File: src/rtl/lsab_sched_if.sv
// Request/grant and read-return bundle between the LSAB FIFO lanes and lsab_sched.
// The master side drives requests and FIFO status. The slave side is the scheduler.
interface lsab_sched_if;
  logic [3:0] WREQ;
  logic [3:0] WFULL;
  logic [3:0] WGNT;
  logic       WRITE;
  logic [1:0] WRITE_FIFO;
  logic [3:0] RREQ;
  logic [3:0] STOP;
  logic [3:0] INT;
  logic [3:0] INT_ACK;
  logic [3:0] RGNT;
  logic       READ;
  logic [1:0] READ_FIFO;
  logic [3:0] INT_PEND;
  logic       RVALID;
  logic [1:0] RLANE;

  modport master (
    output WREQ, WFULL, RREQ, STOP, INT, INT_ACK,
    input  WGNT, WRITE, WRITE_FIFO, RGNT, READ, READ_FIFO, INT_PEND, RVALID, RLANE
  );

  modport slave (
    input  WREQ, WFULL, RREQ, STOP, INT, INT_ACK,
    output WGNT, WRITE, WRITE_FIFO, RGNT, READ, READ_FIFO, INT_PEND, RVALID, RLANE
  );
endinterface

File: src/rtl/lsab_sched.sv
// Shares the LSAB FIFO write and read ports among four lanes, using round-robin with a bounded burst.
// It also tags returning read data with the lane it was read for.
module lsab_sched #(
  parameter int BURST = 4
) (
  input logic         CLK,
  input logic         RST,
  lsab_sched_if.slave bus
);

  localparam logic [3:0] BURST_L = 4'(BURST);

  logic [1:0] w_cur, r_cur;
  logic [3:0] w_cnt, r_cnt;
  logic [3:0] pend;
  logic       rv1, rv2;
  logic [1:0] rl1, rl2;
  logic [3:0] w_elig, r_elig;
  logic [2:0] w_pick, r_pick;
  logic [3:0] wgnt, rgnt;

  // Returns {grant_valid, lane}. The lane field is cur when there is no grant.
  // cnt == 0 means that no burst has started yet. In that case cur gets no
  // preference, so after reset the scan starts at cur+1 (lane 0).
  function automatic logic [2:0] arb_pick(input logic [3:0] elig,
                                          input logic [1:0] cur,
                                          input logic [3:0] cnt);
    logic [3:0] others;
    logic [1:0] idx;
    logic [2:0] res;
    res    = {1'b0, cur};
    others = elig & ~(4'b0001 << cur);
    if (elig[cur] && (cnt != 4'd0) && ((cnt < BURST_L) || (others == 4'b0000))) begin
      res = {1'b1, cur};
    end else begin
      for (int k = 1; k <= 4; k++) begin
        idx = cur + 2'(k);
        if (!res[2] && elig[idx]) res = {1'b1, idx};
      end
    end
    return res;
  endfunction

  always_comb begin
    w_elig = bus.WREQ & ~bus.WFULL;
    r_elig = bus.RREQ & ~bus.STOP & ~pend;
    w_pick = arb_pick(w_elig, w_cur, w_cnt);
    r_pick = arb_pick(r_elig, r_cur, r_cnt);
    wgnt   = (!RST && w_pick[2]) ? (4'b0001 << w_pick[1:0]) : 4'b0000;
    rgnt   = (!RST && r_pick[2]) ? (4'b0001 << r_pick[1:0]) : 4'b0000;
  end

  assign bus.WGNT       = wgnt;
  assign bus.WRITE      = |wgnt;
  assign bus.WRITE_FIFO = RST ? 2'd0 : w_pick[1:0];
  assign bus.RGNT       = rgnt;
  assign bus.READ       = |rgnt;
  assign bus.READ_FIFO  = RST ? 2'd0 : r_pick[1:0];
  assign bus.INT_PEND   = RST ? 4'b0000 : pend;
  assign bus.RVALID     = rv2 && !RST;
  assign bus.RLANE      = RST ? 2'd0 : rl2;

  always_ff @(posedge CLK) begin
    if (RST) begin
      w_cur <= 2'd3;
      w_cnt <= 4'd0;
      r_cur <= 2'd3;
      r_cnt <= 4'd0;
      pend  <= 4'b0000;
      rv1   <= 1'b0;
      rv2   <= 1'b0;
      rl1   <= 2'd0;
      rl2   <= 2'd0;
    end else begin
      if (w_pick[2]) begin
        if (w_pick[1:0] == w_cur) begin
          w_cnt <= (w_cnt == BURST_L) ? 4'd1 : w_cnt + 4'd1;
        end else begin
          w_cur <= w_pick[1:0];
          w_cnt <= 4'd1;
        end
      end
      if (r_pick[2]) begin
        if (r_pick[1:0] == r_cur) begin
          r_cnt <= (r_cnt == BURST_L) ? 4'd1 : r_cnt + 4'd1;
        end else begin
          r_cur <= r_pick[1:0];
          r_cnt <= 4'd1;
        end
      end
      // When set and ack arrive together, set wins.
      pend <= (pend & ~bus.INT_ACK) | bus.INT;
      // These two stages match the SRAM read register plus the OUT register.
      rv1  <= r_pick[2];
      rl1  <= r_pick[1:0];
      rv2  <= rv1;
      rl2  <= rl1;
    end
  end

endmodule
File: src/flat_wrapper.sv
// flat-port wrapper written by rule: the top's interface ports become plain ports
module lsab_sched_flat 
#(
  parameter int BURST = 4
)
  (CLK, RST, bus_WREQ, bus_WFULL, bus_RREQ, bus_STOP, bus_INT, bus_INT_ACK, bus_WGNT, bus_WRITE, bus_WRITE_FIFO, bus_RGNT, bus_READ, bus_READ_FIFO, bus_INT_PEND, bus_RVALID, bus_RLANE);
  lsab_sched_if bus_i ();
  input logic CLK;
  input logic RST;
  input wire logic [$bits(bus_i.WREQ)-1:0] bus_WREQ;
  input wire logic [$bits(bus_i.WFULL)-1:0] bus_WFULL;
  input wire logic [$bits(bus_i.RREQ)-1:0] bus_RREQ;
  input wire logic [$bits(bus_i.STOP)-1:0] bus_STOP;
  input wire logic [$bits(bus_i.INT)-1:0] bus_INT;
  input wire logic [$bits(bus_i.INT_ACK)-1:0] bus_INT_ACK;
  output wire logic [$bits(bus_i.WGNT)-1:0] bus_WGNT;
  output wire logic [$bits(bus_i.WRITE)-1:0] bus_WRITE;
  output wire logic [$bits(bus_i.WRITE_FIFO)-1:0] bus_WRITE_FIFO;
  output wire logic [$bits(bus_i.RGNT)-1:0] bus_RGNT;
  output wire logic [$bits(bus_i.READ)-1:0] bus_READ;
  output wire logic [$bits(bus_i.READ_FIFO)-1:0] bus_READ_FIFO;
  output wire logic [$bits(bus_i.INT_PEND)-1:0] bus_INT_PEND;
  output wire logic [$bits(bus_i.RVALID)-1:0] bus_RVALID;
  output wire logic [$bits(bus_i.RLANE)-1:0] bus_RLANE;
  assign bus_i.WREQ = bus_WREQ;
  assign bus_i.WFULL = bus_WFULL;
  assign bus_i.RREQ = bus_RREQ;
  assign bus_i.STOP = bus_STOP;
  assign bus_i.INT = bus_INT;
  assign bus_i.INT_ACK = bus_INT_ACK;
  assign bus_WGNT = bus_i.WGNT;
  assign bus_WRITE = bus_i.WRITE;
  assign bus_WRITE_FIFO = bus_i.WRITE_FIFO;
  assign bus_RGNT = bus_i.RGNT;
  assign bus_READ = bus_i.READ;
  assign bus_READ_FIFO = bus_i.READ_FIFO;
  assign bus_INT_PEND = bus_i.INT_PEND;
  assign bus_RVALID = bus_i.RVALID;
  assign bus_RLANE = bus_i.RLANE;
  lsab_sched #(.BURST(BURST)) u_core (.CLK(CLK), .RST(RST), .bus(bus_i));
endmodule
File: config.mk
export PLATFORM = sky130hd
export DESIGN_NAME = lsab_sched_flat
export DESIGN_NICKNAME = d
export VERILOG_FILES = /design/src/rtl/lsab_sched_if.sv /design/src/rtl/lsab_sched.sv /design/src/flat_wrapper.sv
export SDC_FILE = /design/constraint.sdc
export NUM_CORES = 1
export LEC_CHECK = 0
export CAP_MARGIN = 20
export CORE_AREA = 5 5 66 68
export CTS_CLUSTER_SIZE = 12
export DETAILED_ROUTE_END_ITERATION = 12
export DIE_AREA = 0 0 71 73
export PLACE_DENSITY = 0.77
export SYNTH_ARGS = -nofsm -noshare
export SYNTH_HDL_FRONTEND = slang
export SYNTH_SLANG_ARGS = --single-unit
File: constraint.sdc
create_clock -name CLK -period 4.3 [get_ports CLK]
set_input_delay 0.86 -clock CLK [delete_from_list [all_inputs] [get_ports CLK]]
set_output_delay 0.86 -clock CLK [all_outputs]
set_load 0.01 [all_outputs]
**After elaboration in Yosys (flattened, before gate mapping)**

Index checks and enable logic that the tools add are counted.

- Memories: 0
- Input bits: 26
- Bits in registers: 22
- Memory bits (writable): 0
- Output and inout bits: 21
- Bits in read-only memories: 0
- Latch bits: 0

- Equality and inequality tests: 4
- Reduce and logical (&&, ||, !) cells: 30
- Order comparisons: 10
- Muxes and demuxes: 42
- Shift operators: 4
- $mul: 0
- Bitwise operators: 15
- $add $sub $neg: 8
- Div/mod/pow operators: 0

Operators by type and width:

| cell | number |
|---|---|
| $mux 3 | 16 |
| $mux 4 | 7 |
| $and 4x4->4 | 6 |
| $lt 2x3->1 const B | 8 |
| $not 4->4 | 6 |
| $bmux 1 s2 | 8 |
| $shl 1x2->4 const A | 4 |
| $logic_and 1x1->1 | 13 |
| $add 2x2->2 const B | 4 |
| $add 4x1->4 const B | 2 |
| $eq 4x3->1 const B | 2 |
| $logic_not 4->1 | 2 |
| $lt 4x3->1 const B | 2 |
| $mux 1 | 8 |
| $reduce_bool 4->1 | 2 |
| $reduce_or 4->1 | 2 |
| $logic_not 1->1 | 7 |
| $mux 2 | 3 |
| $add 2x1->2 const B | 2 |
| $eq 2x2->1 | 2 |
| $or 4x4->4 | 1 |
| $reduce_and 2->1 | 2 |
| $logic_or 1x1->1 | 2 |
| $not 1->1 | 2 |

**Logic depth before layout (Yosys ltp)**

- Depth in word-level cells: 23
- Depth in mapped cells: 10
- Depth with buffers taken out: 9

**Least setup slack after synthesis**

No wires, ideal clock.

- Path kind: register to output
- From: register u_core.r_cur[0]
- To: output bus_RGNT[3]
- Cell stages (with the launch flop): 9
- Data arrival time: 2.659 ns
- Slack: 0.781 ns
- Buffers on the path: 1
- Required time: 3.440 ns
- Cell sequence: dfxtp_1 -> buf_4 -> clkinv_1 -> ha_1 -> mux4_1 -> o221ai_2 -> nand2_1 -> mux2_4 -> nor3_1

- Word-level cells in the longest chain between the ends: 19
- Elaborated cells between the ends (all ways): 35
- Classes of those cells: add/sub: 3; shift: 2; mux: 17; bitwise: 2; reduce/logical: 11

RTL lines:

| what | line | text |
|---|---|---|
| start: declaration | lsab_sched.sv:13 | `logic [1:0] w_cur, r_cur;` |
| start signal: assignment | lsab_sched.sv:87 | `r_cur <= r_pick[1:0];` |
| $add 2x1->2 | lsab_sched.sv:37 | `idx = cur + 2'(k);` |
| $bmux 1 s2 | lsab_sched.sv:38 | `if (!res[2] && elig[idx]) res = {1'b1, idx};` |
| $mux 1 (implied by the code) | lsab_sched.sv:38 |  |
| $mux 3 | lsab_sched.sv:38 |  |
| $mux 3 | lsab_sched.sv:33 | `if (elig[cur] && (cnt != 4'd0) && ((cnt < BURST_L) \|\| (others == 4'b0000))) begin` |
| $logic_not 1->1 | lsab_sched.sv:38 |  |
| $logic_and 1x1->1 | lsab_sched.sv:38 |  |
| $mux 3 | lsab_sched.sv:38 |  |
| (+3 left out) | n/a |  |
| $mux 3 | lsab_sched.sv:38 |  |
| $mux 3 | lsab_sched.sv:33 |  |
| $logic_not 1->1 | lsab_sched.sv:38 |  |
| $logic_and 1x1->1 | lsab_sched.sv:38 |  |
| $mux 3 | lsab_sched.sv:38 |  |
| $mux 3 * | lsab_sched.sv:33 |  |
| $shl 1x2->4 or $logic_and 1x1->1 (tied branches) | lsab_sched.sv:50 | `rgnt = (!RST && r_pick[2]) ? (4'b0001 << r_pick[1:0]) : 4'b0000;` |
| $mux 4 * | lsab_sched.sv:50 |  |
| end: declaration | flat_wrapper.sv:19 | `output wire logic [$bits(bus_i.RGNT)-1:0] bus_RGNT;` |

Every way passes the cells marked *; elsewhere a longest branch is shown, timed or not. The select of a mux whose other input is x is not followed.

**Worst setup path after layout**

- From: input bus_STOP[0]
- To: output bus_RGNT[1]

- Word-level cells in the longest chain between the ends: 21
- Elaborated cells between the ends (all ways): 33
- Classes of those cells: shift: 1; mux: 17; bitwise: 4; reduce/logical: 11

RTL lines:

| what | line | text |
|---|---|---|
| start: declaration | flat_wrapper.sv:13 | `input wire logic [$bits(bus_i.STOP)-1:0] bus_STOP;` |
| $not 4->4 * | lsab_sched.sv:46 | `r_elig = bus.RREQ & ~bus.STOP & ~pend;` |
| $and 4x4->4 * (2 in series) | lsab_sched.sv:46 |  |
| $bmux 1 s2 | lsab_sched.sv:38 |  |
| $mux 1 (implied by the code) | lsab_sched.sv:38 |  |
| $mux 3 | lsab_sched.sv:38 |  |
| $mux 3 | lsab_sched.sv:33 |  |
| $logic_not 1->1 | lsab_sched.sv:38 |  |
| $logic_and 1x1->1 | lsab_sched.sv:38 |  |
| (+4 left out) | n/a |  |
| $mux 3 | lsab_sched.sv:38 |  |
| $mux 3 | lsab_sched.sv:33 |  |
| $logic_not 1->1 | lsab_sched.sv:38 |  |
| $logic_and 1x1->1 | lsab_sched.sv:38 |  |
| $mux 3 | lsab_sched.sv:38 |  |
| $mux 3 * | lsab_sched.sv:33 |  |
| $shl 1x2->4 or $logic_and 1x1->1 (tied branches) | lsab_sched.sv:50 |  |
| $mux 4 * | lsab_sched.sv:50 |  |

Marked as above.

==> metrics.cfg <==
[placed_design]
placed_cell_area_um2 = 2439
dpl.cell_count = 319
gp_congestion = 0.9032
dp_hpwl_um = 3557
io_buffers = 46

[global_route]
grt_pass1_wl_um = 7728
antenna_found_initial = 0
grt_max_degree = 26
grt-ovfl-total = 0
grt_pass1_vias = 1658
gr-usage-all-layers_pct = 18.27

[final_layout]
layout-drive-gt1-share_pct = 21.45
fill_cells = 322
layout_common_cells = clkdlybuf4s50_1, buf_4, dfxtp_1
finalInstanceArea_um2 = 2587
regArea_um2 = 440.4
insertedDiodeCount = 0
fin_nets = 314
multi_input_area_um2 = 1261
area_growth_pct = 48.78
mostFrequentLayoutCell = clkdlybuf4s50_1
instances_no_fill = 325

[clock_network]
ctsRootBufferMaster = clkbuf_8
ctsLongestPathBuffers = 2
ctsHoldBuffers = 0
clock_latency_ns = 0.26
cts_tree = built
cts_buffers = 3
clkTransAtPathRegs_ns = 0.08
htree_levels = 1
clkSinkCount = 22

[worst_setup_path]
cp.arrival_ns = 3.38
cp-end-kind = output pin
start_kind = input port
path_delay_family = buffers and inverters
cp_cell_sequence = clkdlybuf4s50_1 -> nor3b_4 -> mux4_2 -> o221ai_4 -> nand2_1 -> mux2_4 -> nor3b_1 -> clkdlybuf4s50_1
max_stage_delay_ns = 0.57
cp_max_fo = 6
slowest_stage = clkdlybuf4s50_1
crit_type = input port to output pin
cpMostUsedCell = clkdlybuf4s50_1
crit_buf_inv = 2
worstPathRequired_ns = 3.44

[timing]
fin_tns_setup_ns = 0
fin_crit_sh_pct = 98.71
tightest_slew_ns = 0.3910
max_freq_mhz = 235.6
hold_viol_final = 0
drv_slew = 0
fin_crit_ns = 4.245
setup_violations = 0
slew_headroom_pct = 73.26
whs_ns = 0.4456
fin_skew_ns = 0.001567

[synth]
synth_top_family_by_area = simple AND/OR/NAND/NOR gates
syn_area_per_cell_um2 = 8.653
synth_nets = 239
yosysWarnings = 0
synth_compound_area_share_pct = 18.99
synth_mux_area_share_pct = 9.712
synth_fa_ha_area_share_pct = 8.633
synth-seq-cells = 22
synth_seq_area_share_pct = 25.32
synth-simple-area-share_pct = 30.72
synth-edff-count = 0
synth_ff_type = dfxtp_1
netlist_area_um2 = 1739
syn-instance-count = 201
ys_types = 50
async_flop_share_pct = 0
synth-xor-area-share_pct = 1.439

[die]
row_count = 23
initial_utilization_pct = 45.78
die_x_um = 71
dieArea_um2 = 5183
die_y_um = 73
core_area_um2 = 3799
num_io_pins = 47

[power]
internal_power_uw = 784.3
seqPwrFrac_pct = 22.1
p_leak_uw = 0.001192
power_frac_clock_pct = 15.2
p_comb_share_pct = 62.8
p_per_area_nw_per_um2 = 492.5
irDropWorstVdd_uv = 194.0
switching_share_pct = 38.45
p_switching_uw = 490.0
fin_total_pwr_uw = 1274

[drt]
wl_per_cell_um = 14.48
via_per_inst = 5.471
drt_pass1_iterations = 5
vias = 1778
drtIter0Drc = 166
drc_errors = 0
final_antenna_net_count = 0
routed_wl_um = 4707

[job]
max-cap-violations = 0

[outcome]
status = finished clean

[worst_hold_path]
hold_path.class = register to register

-- synthesized netlist by cell type (all sizes together) (3+ instances only) --
| cell | instances | area share (%) |
|---|---|---|
| nor2b | 17 | 6.1 |
| nor2 | 15 | 3.2 |
| clkbuf | 3 | 0.65 |
| dfxtp | 22 | 25 |
| a211oi | 4 | 1.7 |
| nand2 | 13 | 2.8 |
| a31oi | 4 | 1.4 |
| inv | 18 | 3.9 |
| o211ai | 5 | 2.2 |
| a21oi | 12 | 3.7 |
| mux4 | 5 | 7.1 |
| o21ai | 3 | 0.86 |
| nor3 | 4 | 1.2 |
| nand2b | 12 | 4.3 |
| nor3b | 9 | 5.0 |
| nand3 | 4 | 1.2 |
| mux2i | 3 | 1.7 |
| ha | 12 | 8.6 |
-- cell type report --
type | instances | share of cell area (%)
Multi-Input combinational cell | 156 | 48.74
Timing Repair Buffer | 74 | 26.31
Sequential cell | 22 | 17.02
Inverter | 19 | 2.756
Tap cell | 50 | 2.418
Clock buffer | 3 | 1.596
Clock inverter | 1 | 1.161
-- routing by layer --
layer  GRT usage, %  vias up  wire [µm]
met3          3.168       11        314
met2          33.47       77       2326
li1               -      869          -
met5              0        -          0
met4          4.593        0         72
met1          22.12      821       1993
-- cell families (layout without fill, tap and decap cells) --
| family | after synthesis | count (layout) |
|---|---|---|
| adders and majority gates | 12 | 12 |
| buffers and inverters | 23 | 97 |
| AOI/OAI and AO/OA | 43 | 43 |
| and+or+nand+nor | 90 | 90 |
| DFF | 22 | 22 |
| xor gates and xnor gates | 2 | 2 |
| muxes | 9 | 9 |
-- worst reg2reg max path: stages (launching register included) --
cell and delay (ns):
dfxtp_1 0.46, inv_1 0.17, ha_1 0.41, mux4_2 0.59, o221ai_4 0.25, nand2_1 0.13
mux2_4 0.35, o21ai_0 0.20
-- path summary, 6_finish.rpt --
kind | startpoint | endpoint | slack, ns | cells after the start
min | u_core.rv1 | u_core.rv2 | 0.45 | 1
max reg2reg | u_core.r_cur[1] | u_core.r_cur[1] | 1.65 | 7
max | bus_STOP[0] | bus_RGNT[1] | 0.06 | 8
min reg2reg | u_core.rv1 | u_core.rv2 | 0.45 | 1
-- state kept, by name, indices dropped and copies added (netlist names) --
name          cells
u_core.pend       4
u_core.r_cnt      4
u_core.w_cnt      4
u_core.r_cur      2
u_core.rl1        2
u_core.rl2        2
u_core.w_cur      2
u_core.rv1        1
u_core.rv2        1
-- power by group through the flow --
| stage | clock [µW] | combinational [µW] | sequential [µW] |
|---|---|---|---|
| floorplan | 0 | 444 | 277 |
| global placement | 0 | 741 | 284 |
| detailed placement | 0 | 756 | 285 |
| CTS | 197 | 789 | 280 |
| global route | 204 | 873 | 286 |
| finish | 194 | 800 | 281 |
-- through the flow --
stage | worst slack, ns | util (%)
floorplan | 0.7807 | -
global placement | -0.08657 | 64.20
detailed placement | -0.1338 | 64.20
CTS | 0.01381 | 66.77
global route | -0.04409 | 68.12
finish | 0.05533 | 68.12
-- timing repair --
action                     CTS  global route
pin swaps                    0             2
setup buffers                1             1
gates resized for setup      7            18
setup endpoints to repair   10            12
Note: power is estimated with default switching activity, not from simulation.
